### src/rtl/fp_output_stage.sv
// Buffered FPU output stage: packs per-lane results into IEEE-754 single/double words and queues them in a DEPTH-entry FIFO.
// Optional macro FP_OUT_ERR_COUNT_EN builds a saturating error-transaction counter on err_count.
module fp_output_stage #(
    parameter int unsigned REG_SIZE = 64,
    parameter int unsigned INT_W    = 53,
    parameter int unsigned EXP_W    = 11,
    parameter int unsigned LANES    = 2,
    parameter int unsigned DEPTH    = 4
) (
    input  logic                        clk,
    input  logic                        rst_n,
    input  logic                        flush,
    input  logic                        in_valid,
    output logic                        in_ready,
    input  logic                        mode,
    input  logic [LANES*INT_W-1:0]      int_in,
    input  logic [LANES*EXP_W-1:0]      exp_in,
    input  logic [LANES-1:0]            sign_in,
    input  logic [LANES-1:0]            nan_in,
    input  logic [LANES-1:0]            inf_in,
    input  logic [LANES-1:0]            err_in,
    output logic                        out_valid,
    input  logic                        out_ready,
    output logic [LANES*REG_SIZE-1:0]   out_word,
    output logic                        out_err,
    output logic [15:0]                 err_count
);

    localparam int unsigned PTR_W  = $clog2(DEPTH);
    localparam int unsigned CNT_W  = PTR_W + 1;
    localparam int unsigned WORD_W = LANES * REG_SIZE;

    logic [PTR_W-1:0]  wrPtr;
    logic [PTR_W-1:0]  rdPtr;
    logic [CNT_W-1:0]  count;
    logic [WORD_W-1:0] wordMem [DEPTH];
    logic [DEPTH-1:0]  errMem;

    logic [WORD_W-1:0] packedWord;
    logic [63:0]       laneWord;
    logic [INT_W-1:0]  laneInt;
    logic [EXP_W-1:0]  laneExp;
    logic              anyErr;
    logic              full;
    logic              empty;
    logic              doPush;
    logic              doPop;

    // Only the IEEE field slices of the significand and exponent are packed.
    logic unusedBits;
    assign unusedBits = ^{int_in, exp_in};

    // Per-lane packer, priority err > nan > inf > normal.
    always_comb begin
        packedWord = '0;
        laneWord   = '0;
        laneInt    = '0;
        laneExp    = '0;
        for (int k = 0; k < int'(LANES); k++) begin
            laneInt = int_in[k*INT_W +: INT_W];
            laneExp = exp_in[k*EXP_W +: EXP_W];
            if (err_in[k]) begin
                laneWord = '0;
            end else if (nan_in[k]) begin
                laneWord = mode ? 64'h7FF8_0000_0000_0000 : 64'h0000_0000_7FC0_0000;
            end else if (inf_in[k]) begin
                laneWord = mode ? {sign_in[k], 11'h7FF, 52'd0}
                                : {32'd0, sign_in[k], 8'hFF, 23'd0};
            end else begin
                laneWord = mode ? {sign_in[k], laneExp[10:0], laneInt[51:0]}
                                : {32'd0, sign_in[k], laneExp[7:0], laneInt[22:0]};
            end
            packedWord[k*REG_SIZE +: REG_SIZE] = REG_SIZE'(laneWord);
        end
    end

    assign anyErr = |err_in;
    assign full   = (count == CNT_W'(DEPTH));
    assign empty  = (count == '0);
    assign doPush = in_valid && !full && !flush;
    assign doPop  = !empty && out_ready && !flush;

    assign in_ready  = !full;
    assign out_valid = !empty;
    assign out_word  = wordMem[rdPtr];
    assign out_err   = errMem[rdPtr] && !empty;

    // Pointer and occupancy state; flush wins over push and pop.
    always_ff @(posedge clk or negedge rst_n) begin
        if (!rst_n) begin
            wrPtr <= '0;
            rdPtr <= '0;
            count <= '0;
        end else if (flush) begin
            wrPtr <= '0;
            rdPtr <= '0;
            count <= '0;
        end else begin
            if (doPush) begin
                wrPtr <= wrPtr + PTR_W'(1);
            end
            if (doPop) begin
                rdPtr <= rdPtr + PTR_W'(1);
            end
            case ({doPush, doPop})
                2'b10:   count <= count + CNT_W'(1);
                2'b01:   count <= count - CNT_W'(1);
                default: count <= count;
            endcase
        end
    end

    // Storage is intentionally left unreset.
    always_ff @(posedge clk) begin
        if (doPush) begin
            wordMem[wrPtr] <= packedWord;
            errMem[wrPtr]  <= anyErr;
        end
    end

`ifdef FP_OUT_ERR_COUNT_EN
    logic [15:0] errCnt;

    // Counts transactions that actually enter the FIFO; flushed pushes are dropped.
    always_ff @(posedge clk or negedge rst_n) begin
        if (!rst_n) begin
            errCnt <= '0;
        end else if (doPush && anyErr && (errCnt != 16'hFFFF)) begin
            errCnt <= errCnt + 16'd1;
        end
    end

    assign err_count = errCnt;
`else
    assign err_count = '0;
`endif

endmodule

### config.mk
export PLATFORM = sky130hd
export DESIGN_NAME = fp_output_stage
export DESIGN_NICKNAME = d
export VERILOG_FILES = /design/src/rtl/fp_output_stage.sv
export SDC_FILE = /design/constraint.sdc
export NUM_CORES = 1
export LEC_CHECK = 0
export CORE_ASPECT_RATIO = 1.5
export CORE_MARGIN = 5
export CORE_UTILIZATION = 54
export CTS_CLUSTER_DIAMETER = 200
export DETAILED_ROUTE_END_ITERATION = 16
export PLACE_DENSITY = 0.76
export REMOVE_ABC_BUFFERS = 1
export SETUP_SLACK_MARGIN = 0.3
export SLEW_MARGIN = 20
export SYNTH_ARGS = -nofsm -noshare
export SYNTH_HDL_FRONTEND = slang
export SYNTH_SLANG_ARGS = --single-unit
### constraint.sdc
create_clock -name clk -period 7.25 [get_ports clk]
set_input_delay 0.725 -clock clk [delete_from_list [all_inputs] [get_ports clk]]
set_output_delay 0.725 -clock clk [all_outputs]
set_load 0.01 [all_outputs]
# Word-level counts from Yosys, hierarchy flattened
# Memories as Yosys holds them, arrays and structs flattened.
# Cells that the tools add are included.
[op_classes]
addsub = 4
eq_ne = 3
magnitude_cmp = 3
reduce_logical = 14
n_mux = 24
[op_table]
columns = ["operator", "count"]
rows = [
  ["$mux W64", 10],
  ["$mux W63", 1],
  ["$mux W2", 4],
  ["$logic_and A1 B1 Y1", 6],
  ["$lt A2 B3 Y1 const B", 2],
  ["$pmux W3 S2", 1],
  ["$add A2 B1 Y2 const B", 2],
  ["$bwmux W4", 1],
  ["$mux W1", 4],
  ["$reduce_bool A2 Y1", 2],
  ["$add A3 B1 Y3 const B", 1],
  ["$eq A3 B3 Y1 const B", 1],
  ["$logic_not A1 Y1", 3],
  ["$logic_not A3 Y1", 1],
  ["$mux W3", 1],
  ["$reduce_bool A3 Y1", 1],
  ["$sub A3 B1 Y3 const B", 1],
  ["$bmux W1 S2", 1],
  ["$demux W1 S2", 1],
  ["$eq A2 B1 Y1 const B", 1],
  ["$eq A2 B2 Y1 const B", 1],
  ["$ge A2 B1 Y1 const B", 1],
  ["$reduce_or A2 Y1", 1],
]
[totals]
mem_count = 1
elab_cells = 53
inputBits = 142
ramBits = 512
ff_bits = 11
[mem_list]
columns = ["name", "words", "width", "read_ports", "rd_clocked_by_memory_dff", "write_ports", "line_no", "text"]
rows = [
  ["wordMem", 4, 128, 1, 0, 1, "36", "logic [WORD_W-1:0] wordMem [DEPTH];"],
]

# Longest topological paths before layout
# Gate-level depths: netlist (run 1).
[depth]
ltp_word = 7
mapped_depth = 8
ltp_nobuf = 7

# Worst setup path after synthesis (run 1)
# No wires, ideal clock.
[synth_timing]
path_kind = "input-to-reg"
start = "in in_valid"
end = "reg errMem[0] (enable)"
cell_stages = 4
t_required_ps = 6747
path_slack_ps = 2507
arrival_ps = 4240
path_cell_list = "buf_2 -> inv_1 -> nor3_1 -> and2_1"
[synth_via]
elab_chain_len = 2
[synth_lines]
columns = ["item", "line_no", "text"]
rows = [
  ["start, declared", "13", "input logic in_valid,"],
  ["$logic_and A1 B1 Y1 (2 in series)", "80", "assign doPush = in_valid && !full && !flush;"],
  ["end signal, assigned by index", "117", "errMem[wrPtr] <= anyErr;"],
  ["end, declared", "37", "logic [DEPTH-1:0] errMem;"],
]
# Every way passes these cells.
# A chain may end at the register's enable or synchronous reset.

# Final worst setup path (run 1)
[layout_timing]
start = "reg rdPtr[0]"
end = "out out_err"
[layout_via]
elab_chain_len = 3
[layout_lines]
columns = ["item", "line_no", "text"]
rows = [
  ["start, declared", "34", "logic [PTR_W-1:0] rdPtr;"],
  ["start signal, assigned", "103", "rdPtr <= rdPtr + PTR_W'(1);"],
  ["$bmux W1 S2", "86", "assign out_err = errMem[rdPtr] && !empty;"],
  ["$mux W1 (implied by the code)", "86", ""],
  ["$logic_and A1 B1 Y1", "86", ""],
  ["end, declared", "25", "output logic out_err,"],
]
# Every way passes these cells. The select of a mux whose other input is x is not followed.

==> results of run 1 <==
-- metal layers --
| layer | global-route usage, % | wire length (µm) |
|---|---|---|
| met1 | 24.9 | 15600 |
| met2 | 36.0 | 23400 |
| met3 | 3.75 | 2530 |
| met4 | 6.47 | 1040 |
| met5 | 0 | 48 |
-- worst paths after layout --
kind	startpoint	endpoint	slack (ns)	depth (start not counted)
max	rdPtr[0]$_DFFE_PN0P_	out_err	3.19	4
min	rst_n	count[1]$_DFFE_PN0P_	0.43	1
max reg2reg	count[0]$_DFFE_PN0P_	wordMem[2][122]$_DFFE_PP_	4.58	4
min reg2reg	wrPtr[0]$_DFFE_PN0P_	wrPtr[0]$_DFFE_PN0P_	0.59	2
max in group asynchronous	rst_n	rdPtr[1]$_DFFE_PN0P_	6.54	1
min in group clk	wrPtr[0]$_DFFE_PN0P_	wrPtr[0]$_DFFE_PN0P_	0.59	2
-- kinds of logic (layout without fill, tap and decap cells) --
kind of cell    Yosys count  in the layout
flops                   523            523
simple gates            206            206
mux                     129            129
buf+inv                  79            373
compound gates           39             39
fa+ha+maj                 5              5
xor+xnor                  3              3
other cells               1             19
-- sequential cells by signal (all words and copies together), names as in the netlist --
| name | cells |
|---|---|
| count | 3 |
| errMem | 4 |
| wrPtr | 2 |
| rdPtr | 2 |
| wordMem | 512 |
-- where the power goes --
group	switching (W)	total [W]	internal, W
Clock	0.00103	0.00247	0.00145
Combinational	0.000409	0.000932	0.000523
Sequential	0.0000485	0.00345	0.00341
Total	0.00149	0.00686	0.00537
-- final cells by class --
cell class | count | area share (%)
well taps | 489 | 2.43
clock inverters | 30 | 1.21
multi-input cells | 398 | 17.7
clock buffers | 55 | 4.96
inverters | 8 | 0.119
diodes | 3 | 0.0298
repair buffers | 280 | 11.3
flip-flops and latches | 523 | 62.2
-- worst max-delay path: stages, from the launching register on --
cell and delay (ns):
dfrtp_4 0.74, buf_4 0.70, mux4_2 0.65, and2_1 0.18, clkdlybuf4s50_1 0.48
-- Yosys cell counts, types with 2 or more instances --
library cell | count | share of area [%]
edfxtp_1 | 516 | 76
mux4_2 | 129 | 14
and2_1 | 87 | 2.7
nor2_1 | 56 | 1.0
buf_2 | 21 | 0.51
nor3_1 | 21 | 0.51
clkbuf_1 | 19 | 0.35
buf_4 | 18 | 0.66
nand2_1 | 17 | 0.31
o22a_1 | 16 | 0.68
buf_6 | 10 | 0.55
a21oi_1 | 9 | 0.22
inv_1 | 8 | 0.15
dfrtp_1 | 7 | 0.85
nand2b_1 | 6 | 0.18
nor2b_1 | 5 | 0.15
ha_1 | 4 | 0.24
a31oi_1 | 3 | 0.092
buf_1 | 3 | 0.055
nand3_1 | 3 | 0.073
nor3b_1 | 3 | 0.11
o21ai_0 | 3 | 0.073
a2111oi_0 | 2 | 0.085
nand3b_1 | 2 | 0.073
or2_2 | 2 | 0.061
xor2_1 | 2 | 0.085
-- through the flow --
| step | worst slack [ns] | util [%] | instances | hold slack, ns |
|---|---|---|---|---|
| floorplan | 0.667 | - | 929 | 0.429 |
| global placement | 3.42 | 62.9 | 1698 | 0.572 |
| detailed placement | 3.30 | 62.9 | 1698 | 0.587 |
| CTS | 3.03 | 67.0 | 1783 | 0.410 |
| global route | 2.88 | 67.1 | 1786 | 0.441 |
| finish | 3.19 | 67.1 | 1786 | 0.435 |
-- cells in the final DEF (no fill, tap or decap), drive strengths merged, types with 10 or more instances in the layout --
cell type	n
conb	16
nor3	21
nor2	58
clkinv	20
mux4	129
clkbuf	55
buf	10
edfxtp	516
nand2	17
and2	87
o22a	16
clkdlybuf4s50	270
==> impl_results.md, run 1 <==
- Initial antenna violation count: 7
- Setup TNS: 0 ns
- Post-route clock period utilization: 56.0%
- Slew @ Worst Pin: 0.971 ns
- Core area: 37600 µm²
- Final wirelength: 42600 µm
- Minimum clock period: 4.06 ns
- DR iter-0 viols: 734
- Total track usage: 20.2%
- Area of the multi-input gates: 4460 µm²
- Post-Syn Area: 20500 µm²
- CTS Buf Count: 47
- Clk root buf: clkbuf_16
- Layout cell share with drive strength beyond 1: 17.0%
- Power, Total: 0.00686 W
- Area after DPL: 23600 µm²
- Synth cell types: 39
- HPWL Detailed: 25800 µm
- Port bufs: 270
- Maximum level of the CTS H-tree: 2
- Max IR drop VDD: 0.000205 V
- Worst setup EP type: output port
- CTS tree: built
- Hold Crit Class: in2async
- Fin area: 25200 µm²
- Worst slew margin: 35.3%
- Final Setup Violations: 0
- Mux cell area share after synthesis: 14.2%
- Worst endpoint required time: 6.52 ns
- MaxCap Viol Count: 0
- Post-Synth XOR/XNOR Area: 0.128%
- Max Clock Freq: 246 MHz
- RSZ-0062 raised after global routing: false
- Synth Area in Simple Gates: 5.30%
- Number of I/O pins: 289
- GPL Wtd Cong: 0.760
- Clock skew: 0.0228 ns
- Cts-stage hold buffer count: 0
- Net total in the final layout: 1405
- Initial DRT Pass Iterations: 4
- Post-synth EDFFs: 516
- Sinks on Clock Net: 523
- Post-CTS setup buffer count: 0
- Final Slew Violations: 0
- Post-Syn Instances: 985
- First-pass GRT wire length: 64800 µm
- Combinational family with the most area after synthesis: multiplexers
- Die ar.: 42100 µm²
- CP arrival: 3.34 ns
- DIE HEIGHT: 249 µm
- FP Rows: 87
- #FFs+latches synth: 523
- Sequential Area: 15700 µm²
- Clk Latency, worst-skew pair: 0.55 ns
- Status: completed
- DRC: 0
- Routed vias: 10085
- Leading register cell type out of synthesis: edfxtp_1
- Vias per std cell: 5.65
- Post_cts resized: 0
- Congestion Overflow GR: 0
- DR WL/cell: 23.8 µm
- Leakage dissipation: 8.07 nW
- Compound-Gate Fraction of Synth Area: 1.39%
- Largest net degree at the start of global routing: 108
- Final ANT Viol Nets: 0
- Adder-Cell Fraction of Synth Area: 0.342%
- Crit start category: flip-flop
- Initial Util: 54.6%
- Synthesized area per cell: 20.8 µm²
- Vias in the first global route: 10833
- Final Hold Viols: 0
- Clock-pin slew on the worst setup and hold paths: 0.07 ns
- Post-synth ARST share: 1.34%
- Synthesis warning total: 0
- Area Growth Syn to Fin: 22.8%
- Pwr Density: 272 nW/µm²
- Setup CP Type: reg2out
- Seq/Total Area, Yosys: 76.4%
- CTS Buffer Depth: 3
- Die Wd: 169 µm
- Fillers: 2475
- Critical path fanouts, max: 39
Power figures use the tool's default switching activity.
==> run 2, diff against run 1 <==
- clock period: 7.25 -> 4 ns (I/O delays scaled with it)
==> impl_results.md, run 2 (synthesis gave the netlist of run 1 again) <==
- Max IR drop VDD: 0.000324 V
- Power, Total: 0.0123 W
- Die Wd: 169 µm
- R2R Path End: wordMem[2][94]$_DFFE_PP_
- Vias per std cell: 5.75
- Port bufs: 270
- Worst slew margin: 44.3%
- First-pass GRT wire length: 67000 µm
- CTS Buffer Depth: 3
- FP Rows: 87
- Initial antenna violation count: 8
- Number of I/O pins: 289
- Total track usage: 21.0%
- Buffer and inverter count on the worst path: 2
- Post-CTS setup buffer count: 0
- CTS tree: built
- Worst setup EP type: output port
- Critical path fanouts, max: 28
- R2r worst-path depth: 4
- GPL Wtd Cong: 0.746
- Slew @ Worst Pin: 0.834 ns
- Final WS setup: 0.720 ns
- Area Growth Syn to Fin: 23.3%
- Routed vias: 10365
- CP arrival: 2.88 ns
- Worst slack, placed: 0.972 ns
- Final Hold Viols: 0
- Crit start category: flip-flop
- Worst endpoint required time: 3.60 ns
- Minimum clock period: 3.28 ns
- Hold Crit Class: in2async
- Instance count on the critical path: 3
- Clock-pin slew on the worst setup and hold paths: 0.07 ns
- CP Capture Point: out_word[117]
- Clk Latency, worst-skew pair: 0.55 ns
- Status: completed
- Sinks on Clock Net: 523
- Fillers: 2468
- Worst path cell trace: buf_12 -> mux4_2 -> clkdlybuf4s50_1
- HPWL Detailed: 27200 µm
- Initial Util: 54.6%
- Post-route clock period utilization: 82.0%
- Maximum level of the CTS H-tree: 2
- Die ar.: 42100 µm²
- Core area: 37600 µm²
- Crit-path leading delay family: buffers and inverters
- CTS Buf Count: 45
- Fin util: 67.3%
- R2R Path Start: count[0]$_DFFE_PN0P_
- Clk root buf: clkbuf_16
- Final Setup Violations: 0
- Pwr Density: 485 nW/µm²
- MaxCap Viol Count: 0
- Critical path's slowest cell: dfrtp_4
- Setup TNS: 0 ns
- Largest net degree at the start of global routing: 60
- Setup CP Type: reg2out
- Cells after DPL: 1715
- Most frequent cells in the layout: 516 x edfxtp_1, 270 x clkdlybuf4s50_1, 129 x mux4_2
- Layout cell share with drive strength beyond 1: 17.6%
- DR WL/cell: 24.5 µm
- Commonest non-fill, non-tap cell in the layout: edfxtp_1
- Post_cts resized: 0
- Initial DRT Pass Iterations: 5
- Leakage dissipation: 8.12 nW
- Non-Filler Instances: 1802
- Area of the multi-input gates: 4450 µm²
- DR iter-0 viols: 705
- Sequential Area: 15700 µm²
- Cts-stage hold buffer count: 0
- Largest Register: wordMem
- RSZ-0062 raised after global routing: false
- Final ANT Viol Nets: 0
- Vias in the first global route: 11041
- Clock skew: 0.0140 ns
- Max FFs per register: 512
- DIE HEIGHT: 249 µm
- Net total in the final layout: 1420
- R2R Setup Slk: 1.56 ns
- Final wirelength: 44200 µm
- CP peak stage delay: 0.85 ns
- CP Launch Point: rdPtr[0]$_DFFE_PN0P_
- Final Slew Violations: 0
- DRC: 0
- Congestion Overflow GR: 0
- Largest regs: wordMem x512, errMem x4, count x3
- Max Clock Freq: 305 MHz
[run 2: cell types whose count changed in the layout (fill, tap and decap cells not counted)]
cell / previous run / this run
bufinv_16: 6 / 4
inv_6: 0 / 1
clkbuf_1: 6 / 9
nor2_4: 2 / 1
clkinvlp_4: 4 / 3
clkinv_4: 2 / 0
buf_12: 6 / 13
clkinv_1: 10 / 11
diode_2: 3 / 4
buf_4: 4 / 14
clkbuf_16: 49 / 47
nor2_2: 1 / 2
[run 2: worst register-to-register path, delay by kind of cell (launching register included)]
kind / cells / cell delay (ns)
and+or+nand+nor: 3 / 1.08
buffers and inverters: 1 / 0.36
DFF: 1 / 0.57
[run 2: area by class of cell]
| type | count | share of cell area, % |
|---|---|---|
| sequential | 523 | 62.0 |
| clock inverter | 27 | 0.920 |
| timing repair buffer | 297 | 12.1 |
| clock buffer | 56 | 4.78 |
| inverter | 8 | 0.119 |
| multi-input combinational | 398 | 17.6 |
| tap | 489 | 2.42 |
| antenna | 4 | 0.0396 |
[run 2: report_power, final]
group	internal, W	total, W	switching [W]	leakage [nW]
logic	0.000990	0.00175	0.000759	2.59
registers	0.00617	0.00626	0.0000922	4.84
clock network	0.00241	0.00426	0.00185	0.700
[run 2: worst min path at each step]
stage	slack [ns]	start	end	cells past startpoint
2_1_floorplan	0.10	rst_n	count[0]$_DFFE_PN0P_	0
3_3_place_gp	0.58	wrPtr[0]$_DFFE_PN0P_	wrPtr[0]$_DFFE_PN0P_	2
3_5_place_dp	0.60	wrPtr[0]$_DFFE_PN0P_	wrPtr[0]$_DFFE_PN0P_	2
4_1_cts	0.11	rst_n	wrPtr[0]$_DFFE_PN0P_	1
5_1_grt	0.13	rst_n	count[2]$_DFFE_PN0P_	1
6_report	0.13	rst_n	wrPtr[1]$_DFFE_PN0P_	1
[run 2: layer usage]
| layer | routed length [µm] | GRT usage [%] |
|---|---|---|
| met3 | 2740 | 4.40 |
| met5 | 42 | 0 |
| met4 | 1480 | 7.80 |
| met2 | 24100 | 36.8 |
| met1 | 15800 | 25.7 |
[run 2: per-stage QoR]
stage	area, µm²	hold slack, ns
floorplan	20100	0.104
finish	25300	0.127
global placement	23800	0.584
global route	25300	0.127
detailed placement	23800	0.600
CTS	25300	0.112
==> run 3, diff against run 2 <==
- CORE_UTILIZATION: 54 -> 49
- PLACE_DENSITY: 0.76 -> 0.73
- clock period: 4 -> 2.8 ns (I/O delays scaled with it)
==> impl_results.md, run 3 (synthesis gave the netlist of run 1 again) <==
- Core area: 41300 µm²
- Clk root buf: clkbuf_16
- Hold path depth: 2
- Congestion Overflow GR: 0
- CP Launch Point: rdPtr[0]$_DFFE_PN0P_
- Internal power: 0.0142 W
- Clock-pin slew on the worst setup and hold paths: 0.06 ns
- Final Setup Violations: 0
- DR WL/cell: 23.8 µm
- Leakage dissipation: 8.95 nW
- R2R Path Start: count[0]$_DFFE_PN0P_
- Largest net degree at the start of global routing: 33
- P_sw: 0.00403 W
- Min-delay src: int_in[91]
- MaxCap Viol Count: 0
- Slew @ Worst Pin: 0.647 ns
- HPWL Detailed: 30600 µm
- Final Slew Violations: 0
- Setup CP Type: reg2out
- Routed vias: 10670
- Final wirelength: 46600 µm
- Vias per std cell: 5.45
- GPL Wtd Cong: 0.752
- FP Rows: 91
- Worst slew margin: 56.9%
- Area after DPL: 24500 µm²
- Initial Util: 49.6%
- Sinks on Clock Net: 523
- CTS Buffer Depth: 3
- Initial antenna violation count: 8
- Worst endpoint required time: 2.52 ns
- Port bufs: 270
- Total track usage: 20.1%
- Switch share: 22.2%
- DIE HEIGHT: 261 µm
- Fin area: 26400 µm²
- Die Wd: 177 µm
- First-pass GRT wire length: 69700 µm
- Number of I/O pins: 289
- Net total in the final layout: 1508
- Max IR drop VDD: 0.000613 V
- Critical path fanouts, max: 8
- Final ANT Viol Nets: 0
- Most frequent cells in the layout: 516 x edfxtp_1, 141 x clkdlybuf4s50_1, 129 x mux4_2
- Setup TNS: 0 ns
- CTS Buf Count: 48
- RSZ-0062 raised after global routing: true
- Maximum level of the CTS H-tree: 2
- Initial DRT Pass Iterations: 5
- DR iter-0 viols: 770
- Clock network power share: 35.5%
- Die ar.: 46100 µm²
- Crit start category: flip-flop
- CP arrival: 2.28 ns
- Max Clock Freq: 391 MHz
- Post-route clock period utilization: 91.3%
- Hold Crit Class: in2reg
- DRC: 0
- Final Hold Viols: 0
- Max FFs per register: 512
- Pwr Density: 691 nW/µm²
- Minimum clock period: 2.56 ns
- Status: completed
- Largest Register: wordMem
- Worst slack, placed: 0.340 ns
- Commonest non-fill, non-tap cell in the layout: edfxtp_1
- Largest regs: wordMem x512, errMem x4, count x3
- Seq pwr share: 48.9%
- Final WS setup: 0.244 ns
- Clk Latency, worst-skew pair: 0.56 ns
- CTS tree: built
- Layout cell share with drive strength beyond 1: 30.3%
- Clock skew: 0.0105 ns
- Area Growth Syn to Fin: 28.5%
- Vias in the first global route: 11434
- Combinational power share: 15.7%
- Worst setup EP type: output port
- R2r worst-path depth: 4
## run 3: changes by cell type in the layout (fill, tap and decap cells not counted), moves of 28 or more
cell | before | now
buf_2 | 0 | 33
buf_4 | 14 | 60
clkdlybuf4s50_1 | 270 | 141
clkbuf_2 | 0 | 37
buf_6 | 0 | 28
## run 3: through the flow
step | cells | hold WS [ns] | utilization, % | power [W]
after floorplan | 929 | -0.0156 | - | 0.0104
after global placement | 1829 | 0.575 | 59.3 | 0.0118
after detailed placement | 1829 | 0.573 | 59.3 | 0.0118
after CTS | 1946 | 0.424 | 63.4 | 0.0182
after global routing | 1958 | 0.442 | 63.8 | 0.0189
final | 1959 | 0.460 | 63.8 | 0.0182
## run 3: worst paths after layout
| kind | endpoint | slack [ns] |
|---|---|---|
| max | out_word[66] | 0.24 |
| min | wordMem[1][102]$_DFFE_PP_ | 0.46 |
| max reg2reg | wordMem[2][110]$_DFFE_PP_ | 0.55 |
| min reg2reg | wrPtr[1]$_DFFE_PN0P_ | 0.61 |
| max in group asynchronous | rdPtr[1]$_DFFE_PN0P_ | 1.97 |
| min in group asynchronous | count[2]$_DFFE_PN0P_ | 0.55 |
## run 3: repair_timing
item | CTS | global route
buffers inserted | 23 | 7
hold buffers | 1 | 0
gates resized for setup | 318 | 131
hold endpoints to repair | 7 | 0
cloned | 6 | 3
setup endpoints to repair | 129 | 122
## run 3: power by group through the flow
stage                     sequential [W]  combinational (W)  clock (W)
after floorplan                  0.00924            0.00120          0
after global placement           0.00905            0.00270          0
after detailed placement         0.00907            0.00271          0
after CTS                        0.00889            0.00276    0.00659
after global routing             0.00891            0.00304    0.00694
final                            0.00890            0.00286    0.00646
## run 3: per-layer routing
layer	part of all wire, %	GRT usage [%]	routed length (µm)	up-vias
met2	55	35.6	25500	352
met1	36	24.1	16600	5516
li1	-	-	-	4702
met4	3.4	7.55	1600	8
met3	5.9	4.20	2760	92
met5	0.12	0	55	-
## run 3: worst max-delay path: stages, from the launching register on
cell and delay, ns:
dfrtp_4 0.56, buf_12 0.18, buf_12 0.12, buf_16 0.13, buf_12 0.14, mux4_2 0.44, buf_6 0.14
## run 3: area by class of cell
cell class                      count  area [µm²]
Antenna cell                        3        7.51
Clock buffer                       61        1270
Clock inverter                     26         284
Fill cell                        2816       15000
Inverter                            8        30.0
Multi-Input combinational cell    398        4450
Sequential cell                   523       15700
Tap cell                          558         698
Timing Repair Buffer              382        3930
